**config.mk**
```make
export PLATFORM = sky130hd
export DESIGN_NAME = boot_loader
export DESIGN_NICKNAME = d
export VERILOG_FILES = /design/src/rtl/boot_loader.sv
export SDC_FILE = /design/constraint.sdc
export NUM_CORES = 1
export LEC_CHECK = 0
export CAP_MARGIN = 15
export CORE_ASPECT_RATIO = 0.6
export CORE_MARGIN = 2
export CORE_UTILIZATION = 54
export CTS_CLUSTER_SIZE = 14
export DETAILED_ROUTE_END_ITERATION = 6
export PLACE_DENSITY = 0.78
export SLEW_MARGIN = 20
export SYNTH_ARGS = -nofsm -noshare
export SYNTH_HDL_FRONTEND = slang
export SYNTH_SLANG_ARGS = --single-unit
```
**constraint.sdc**
```tcl
create_clock -name clk -period 2.7 [get_ports clk]
set_clock_uncertainty 0.2 [all_clocks]
set_input_delay 0.54 -clock clk [delete_from_list [all_inputs] [get_ports clk]]
set_output_delay 0.54 -clock clk [all_outputs]
set_load 0.03 [all_outputs]
```
**src/rtl/boot_loader.sv**
```systemverilog
// Byte-stream boot loader: frames of header/data/checksum bytes are packed into
// 32-bit words and written to the icache boot port; the core is released on a good checksum.
module boot_loader #(
    parameter logic [7:0] BASE_ADDR = 8'h00
) (
    input  logic        clk,
    input  logic        rst_n,
    input  logic        start,
    input  logic        host_valid,
    input  logic [7:0]  host_data,
    output logic        host_ready,
    output logic        boot_up,
    output logic [7:0]  boot_addr,
    output logic [31:0] boot_datai,
    output logic        boot_web,
    output logic        done,
    output logic        err
);

    typedef enum logic [2:0] {
        IDLE, HDR, DATA, WRITE, CHK, DONE, ERR
    } state_t;

    state_t      state_reg;
    logic [7:0]  n_last_reg;     // index of the final word (header minus one, so 0 means 256 words)
    logic [7:0]  idx_reg;
    logic [7:0]  csum_reg;
    logic [1:0]  byte_cnt_reg;
    logic [31:0] word_reg;

    logic        host_ready_reg;
    logic        boot_up_reg;
    logic [7:0]  boot_addr_reg;
    logic [31:0] boot_datai_reg;
    logic        boot_web_reg;
    logic        done_reg;
    logic        err_reg;

    logic accept;
    assign accept = host_valid & host_ready_reg;

    assign host_ready = host_ready_reg;
    assign boot_up    = boot_up_reg;
    assign boot_addr  = boot_addr_reg;
    assign boot_datai = boot_datai_reg;
    assign boot_web   = boot_web_reg;
    assign done       = done_reg;
    assign err        = err_reg;

    always_ff @(posedge clk) begin
        if (!rst_n) begin
            state_reg      <= IDLE;
            n_last_reg     <= 8'd0;
            idx_reg        <= 8'd0;
            csum_reg       <= 8'd0;
            byte_cnt_reg   <= 2'd0;
            word_reg       <= 32'd0;
            host_ready_reg <= 1'b0;
            boot_up_reg    <= 1'b1;
            boot_addr_reg  <= 8'd0;
            boot_datai_reg <= 32'd0;
            boot_web_reg   <= 1'b1;
            done_reg       <= 1'b0;
            err_reg        <= 1'b0;
        end else begin
            case (state_reg)
                IDLE: begin
                    if (start) begin
                        state_reg      <= HDR;
                        host_ready_reg <= 1'b1;
                    end
                end
                HDR: begin
                    if (accept) begin
                        n_last_reg   <= host_data - 8'd1;
                        idx_reg      <= 8'd0;
                        byte_cnt_reg <= 2'd0;
                        csum_reg     <= 8'd0;
                        state_reg    <= DATA;
                    end
                end
                DATA: begin
                    if (accept) begin
                        csum_reg <= csum_reg + host_data;
                        byte_cnt_reg <= byte_cnt_reg + 2'd1;
                        word_reg[{byte_cnt_reg, 3'b000} +: 8] <= host_data;
                        // Fourth byte goes straight to the port register, bypassing word_reg.
                        if (byte_cnt_reg == 2'd3) begin
                            boot_datai_reg <= {host_data, word_reg[23:0]};
                            boot_addr_reg  <= BASE_ADDR + idx_reg;
                            boot_web_reg   <= 1'b0;
                            host_ready_reg <= 1'b0;
                            state_reg      <= WRITE;
                        end
                    end
                end
                WRITE: begin
                    boot_web_reg   <= 1'b1;
                    host_ready_reg <= 1'b1;
                    if (idx_reg == n_last_reg) begin
                        state_reg <= CHK;
                    end else begin
                        idx_reg   <= idx_reg + 8'd1;
                        state_reg <= DATA;
                    end
                end
                CHK: begin
                    if (accept) begin
                        host_ready_reg <= 1'b0;
                        if (host_data == csum_reg) begin
                            state_reg   <= DONE;
                            boot_up_reg <= 1'b0;
                            done_reg    <= 1'b1;
                        end else begin
                            state_reg <= ERR;
                            err_reg   <= 1'b1;
                        end
                    end
                end
                DONE: begin
                    if (start) begin
                        state_reg      <= HDR;
                        boot_up_reg    <= 1'b1;
                        done_reg       <= 1'b0;
                        host_ready_reg <= 1'b1;
                    end
                end
                ERR: begin
                    if (start) begin
                        state_reg      <= HDR;
                        err_reg        <= 1'b0;
                        host_ready_reg <= 1'b1;
                    end
                end
                default: begin
                    state_reg <= IDLE;
                end
            endcase
        end
    end

endmodule
```
# After elaboration in Yosys (flattened, before gate mapping)
# Index checks and enable logic that the tools add are counted.
dict set report word_totals {
  ff_bits 106
  in_bits 12
  out_inout_bits 45
  wordCells 91
}
dict set report classes {
  n_addsub 5
  eq_ne 19
  shift 2
  muxes 33
  bitwise_logic 1
  reduce_logical 18
}
# operator count
set op_table {}
lappend op_table {{32-bit bitwise mux} 1}
lappend op_table {{8-bit case mux with 2 select lines} 2}
lappend op_table {{8-bit by 7-bit variable shift with 32-bit output (first input constant)} 1}
lappend op_table {{8-bit by 7-bit indexed part select with 32-bit output} 1}
lappend op_table {{8-bit two-way mux} 3}
lappend op_table {{3-bit two-way mux} 6}
lappend op_table {{2-bit inequality test (second input constant)} 9}
lappend op_table {{8-bit equality test} 2}
lappend op_table {{3-bit case mux with 5 select lines} 1}
lappend op_table {{3-bit AND reduction} 4}
lappend op_table {{1-bit two-way mux} 11}
lappend op_table {{5-bit AND reduction} 2}
lappend op_table {{2-bit nonzero test} 5}
lappend op_table {{3-bit equality test (second input constant)} 3}
lappend op_table {{8-bit by 1-bit adder with 8-bit output (second input constant)} 1}
lappend op_table {{8-bit adder} 1}
lappend op_table {{1-bit case mux with 2 select lines} 4}
lappend op_table {{4-bit AND reduction} 2}
lappend op_table {{8-bit by 1-bit subtractor with 8-bit output (second input constant)} 1}
lappend op_table {{5-bit negation with 7-bit output} 1}
lappend op_table {{3-bit by 2-bit equality test with 1-bit output (second input constant)} 2}
lappend op_table {{2-bit two-way mux} 3}
lappend op_table {{1-bit case mux with 4 select lines} 1}
lappend op_table {{2-bit case mux with 2 select lines} 1}
lappend op_table {{other kinds (9)} 10}

# Logic depth before layout (Yosys ltp)
dict set report logic_depth {
  word_depth 4
  ltp_mapped 7
  ltp_nobuf 7
}

# Least setup slack after synthesis
# OpenSTA, ideal clock, no wires.
dict set report synth_path {
  kind {in2reg}
  from {input host_data[5]}
  to {register state_reg[0]}
  setup_time_ns 0.103
  arrival_ns 1.855
  required_time_ns 2.397
  setup_slack_ns 0.541
  stages 6
  n_path_buf 0
  cell_sequence {ha_1 nor4_1 o211a_1 or2_1 o211ai_1 a2111oi_2}
}
dict set report synth_via {
  elab_chain_len 4
}
# item line_no
set synth_lines {}
lappend synth_lines {{from (decl)} 10} ;# input logic [7:0] host_data,
lappend synth_lines {{8-bit equality test} 110} ;# if (host_data == csum_reg) begin
lappend synth_lines {{2-bit two-way mux} 110}
lappend synth_lines {{3-bit two-way mux} 108} ;# if (accept) begin
lappend synth_lines {{3-bit case mux with 5 select lines} 66} ;# case (state_reg)
lappend synth_lines {{to (signal assigned)} 69} ;# state_reg <= HDR;
lappend synth_lines {{to (signal assigned)} 111} ;# state_reg <= DONE;
lappend synth_lines {{to (signal assigned)} 115} ;# state_reg <= ERR;
lappend synth_lines {{to (decl)} 24} ;# state_t state_reg;
# No other way between the ends. The select of a mux whose other input is x is not followed.
# A chain may end at the register's enable or synchronous reset.

# Worst setup path after layout
dict set report layout_path {
  from {input host_data[1]}
  to {register csum_reg[7]}
}
dict set report layout_via {
  elab_chain_len 3
}
# item line_no
set layout_lines {}
lappend layout_lines {{8-bit adder} 84} ;# csum_reg <= csum_reg + host_data;
lappend layout_lines {{8-bit two-way mux} 83} ;# if (accept) begin
lappend layout_lines {{8-bit case mux with 2 select lines} 66}
lappend layout_lines {{to (signal assigned)} 84}
lappend layout_lines {{to (decl)} 27} ;# logic [7:0] csum_reg;
# No other way between the ends. The select of a mux whose other input is x is not followed.

==> results.md <==
Routing:
- For this block, the routed nets add up to 11200 um of wire.
- In the routed design, unresolved DRC markers number 0.
- The first routing iteration left 298 violations.
- The routed via count is between 4000 and 5000.
- The mean routed wirelength per cell is 15.7 um.
- The remaining number of nets flagged by the antenna check after routing is 0.
- In the routed layout, each cell is associated on average with a via count of 5.81.
- The number of optimization iterations in the first detailed-route pass is 5.

Cells and area:
- The proportion of layout cells with a drive suffix above 1 is roughly 9.0%.
- The register with the most flip-flops in the layout has 32 of them.
- The library cell used most frequently in the layout, excluding fill and tap cells, is nand2_1.
- In the layout the commonest cells are 128 x nand2_1, 98 x dfxtp_1, 77 x a21oi_1, 56 x clkdlybuf4s50_1, 28 x buf_4.
- The post-route standard cell area excluding fillers is approximately 5600 um^2.
- Cells fill 69.1% of the core in the end.
- The repair_antennas step left the layout with diodes totalling 0.
- For this run, the number of standard cells in the final layout without fillers is 717.
- Counting the fill cells in the layout gives 649.
- The count of nets after finishing is approximately 630.
- The area growth from synthesis to layout is 21.7%.

Timing:
- The minimum period implied by the final worst setup slack is 2.50 ns.
- The minimum setup slack in the final design is 0.202 ns.
- For the pin with the worst max-slew slack, the measured transition is between 0.8 and 0.9 ns.
- Setup repair after global routing left no endpoint under its margin.
- The final max-slew violation count is 0.
- The sum of negative setup slack is 0 ns.
- The final hold violation count was 0.
- Headroom to the max-slew limit came out at 42.6%.
- Based on the critical path, the design can be clocked at up to approximately 400 MHz.
- On the final layout, the worst hold slack is ~0.25 ns.
- Setup violations remaining at the end of the flow were counted as 0.
- The post-route fraction of the period consumed by the critical path is approximately 90%.

Power:
- The power per cell area is 630 nW/um^2.
- Across the VDD grid, the largest voltage drop is between 0.0004 and 0.0005 V.
- The total chip power is 3.50 mW.
- The reported leakage power is 1.93 nW.

Floorplan:
- The number of ports placed on the die boundary is 57.
- The die covers approximately 9200 um^2.
- In this run the horizontal extent of the chip is ~120 um.
- Once the floorplan was initialized, standard cells occupied a little under three fifths of the core.
- The die is 75.2 um tall.
- The floorplan step defined a core boundary enclosing approximately 8000 um^2.
- The floorplan has 25 rows.

Synthesis:
- The per-instance average area after synthesis is 8.27 um^2.
- The number of instances in the synthesized netlist is approximately 550.
- Yosys mapped the design onto 57 distinct sky130hd cell types.
- After synthesis the cells add up to roughly 4600 um^2.
- In the synthesized netlist the async set-or-reset flop fraction comes to 0%.
- The synthesized net count is between 500 and 600.
- For this run, the leading register cell type out of synthesis is dfxtp_1.
- In this run, synthesis inferred 0 flip-flops with an integrated enable.
- The count of warnings emitted by yosys is 0.
- Counting flops and latches in the post-synthesis netlist gives 98.
- Sequential elements use 43.0% of the synthesized area.

Global route:
- The first global-routing pass estimated 18100 um of wire.
- Global routing finished with a remaining overflow of 0.
- The initial antenna violation count was 0.
- The number of global-route vias before repair is between 3000 and 4000.
- The pin count of the biggest net entering global routing is 44.
- Global routing used 25.3% of the available tracks.

Clock network:
- The CTS clock-pin slew for the worst setup and hold paths is 0.06 ns.
- The TritonCTS clock tree is done.
- The number of clock buffers added by TritonCTS is 9.
- The number of buffers added for setup after CTS is 0.
- The total of cells resized after clock tree synthesis is 0.
- Counting along the longest clock path gives a buffer depth of 2.
- The tree is rooted in a clkbuf_16.
- The H-tree was split into 3 levels.
- The clock reaches the later pin of the worst-skew pair after 0.34 ns.
- For this design, the sink count on the clock tree is 98.
- Buffers inserted to repair hold after CTS numbered 0.

Setup path:
- The slowest library cell on the worst path is clkdlybuf4s50_1.
- Traced cell by cell, the critical path runs through clkdlybuf4s50_1 > ha_1 > a21o_1 > a41oi_1 > a31oi_1 > a2111o_1 > nand3_1.
- The required arrival time at the worst endpoint is ~2.8 ns.
- In this run the worst path has a maximum fanout of 3.
- Measured in cells, the most critical reg-to-reg path has a length of 5.
- The critical path is of the in -> reg type.
- Data arrives at the worst endpoint at 2.58 ns.
- For flop-to-flop paths, the worst setup slack is 0.45 ns.
- STA classifies the critical path startpoint as a primary input.
- STA classifies the critical path endpoint as a register.
- The largest single stage delay on the critical path is about 0.49 ns.

Min path:
- In this run the worst hold path is classified as reg -> reg.
- The worst hold path was traced through 2 stages.

Placed design:
- The number of instances in the placed design is 702.
- Routability-driven placement finished with a final weighted congestion of 1.01.
- The detailed placement HPWL is around 8000 um.
- Once placement finished, the instance area stood at 5290 um^2.
- The worst slack after detailed placement is -0.115 ns.
- The number of buffers inserted by port buffering is 56.

Outcome:
- The flow ran to the end, and the final reports show no timing, DRC or antenna violations.

Flow run:
- The max-capacitance violation count is 0.
==> layout make-up <==
cell class / count / area (um^2) / share of cell area (%)
multi-input combinational: 401 / 2360 / 42.5
sequential: 98 / 1960 / 35.3
timing repair buffer: 85 / 791 / 14.2
clock buffer: 10 / 229 / 4.12
tap: 108 / 135 / 2.43
inverter: 10 / 42.5 / 0.766
clock inverter: 5 / 37.5 / 0.676
==> cell families after synthesis <==
| kind of cell | Yosys count | share of synthesized area (%) |
|---|---|---|
| muxes | 3 | 0.658 |
| and+or+nand+nor | 225 | 23.0 |
| DFF | 98 | 43.0 |
| buffers and inverters | 53 | 5.37 |
| adders and majority gates | 16 | 4.71 |
| xor gates and xnor gates | 19 | 3.64 |
| AOI/OAI and AO/OA | 138 | 19.7 |
==> critical path, delay by kind of cell <==
family | cells | cell delay, ns
AND/OR/NAND/NOR | 1 | 0.08
AO/OA/AOI/OAI | 4 | 1.10
buffers and inverters | 1 | 0.49
adder cells (fa/ha/maj) | 1 | 0.35
==> routing by layer <==
layer  routed length [um]  vias to the layer above  global-route usage, %
li1                     -                     2041                      -
met1                 5290                     1943                   34.2
met2                 4980                      159                   40.3
met3                  795                       20                   6.97
met4                  159                        0                   6.90
met5                    0                        -                      0
==> power breakdown <==
| part | total (mW) | leakage, nW | switching, mW | internal (mW) |
|---|---|---|---|---|
| clock | 1.16 | 0.125 | 0.540 | 0.624 |
| combinational | 0.792 | 1.01 | 0.484 | 0.309 |
| sequential | 1.54 | 0.790 | 0.0537 | 1.49 |
==> cells in the mapped netlist, types with 3 or more instances <==
cell type	n	area [um^2]
xnor2_1	16	140
o21ai_0	5	25.0
a22oi_1	6	45.0
mux2i_1	3	30.0
nor2_1	23	86.3
buf_6	3	33.8
a21o_1	5	37.5
clkbuf_1	25	93.8
or2_1	3	18.8
a2111o_1	5	56.3
inv_1	8	30.0
o21a_1	4	30.0
dfxtp_1	98	1960
o211a_1	3	30.0
o21ai_1	3	15.0
nand2_1	128	480
xor2_1	3	26.3
ha_1	14	175
o2111ai_1	5	43.8
nor3_1	6	30.0
buf_2	15	75.1
a211oi_1	10	75.1
and2_1	5	31.3
nor4_1	3	18.8
nand3_1	12	60.1
nand4_1	24	150
a21oi_1	77	385
or3_1	4	25.0
==> final timing paths <==
check	endpoint	startpoint
worst max-delay path	csum_reg[7]	host_data[1]
worst min-delay path	done	done
worst max register to register	state_reg[1]	idx_reg[5]
worst min register to register	done	done
Note: power is estimated with default switching activity, not from simulation.
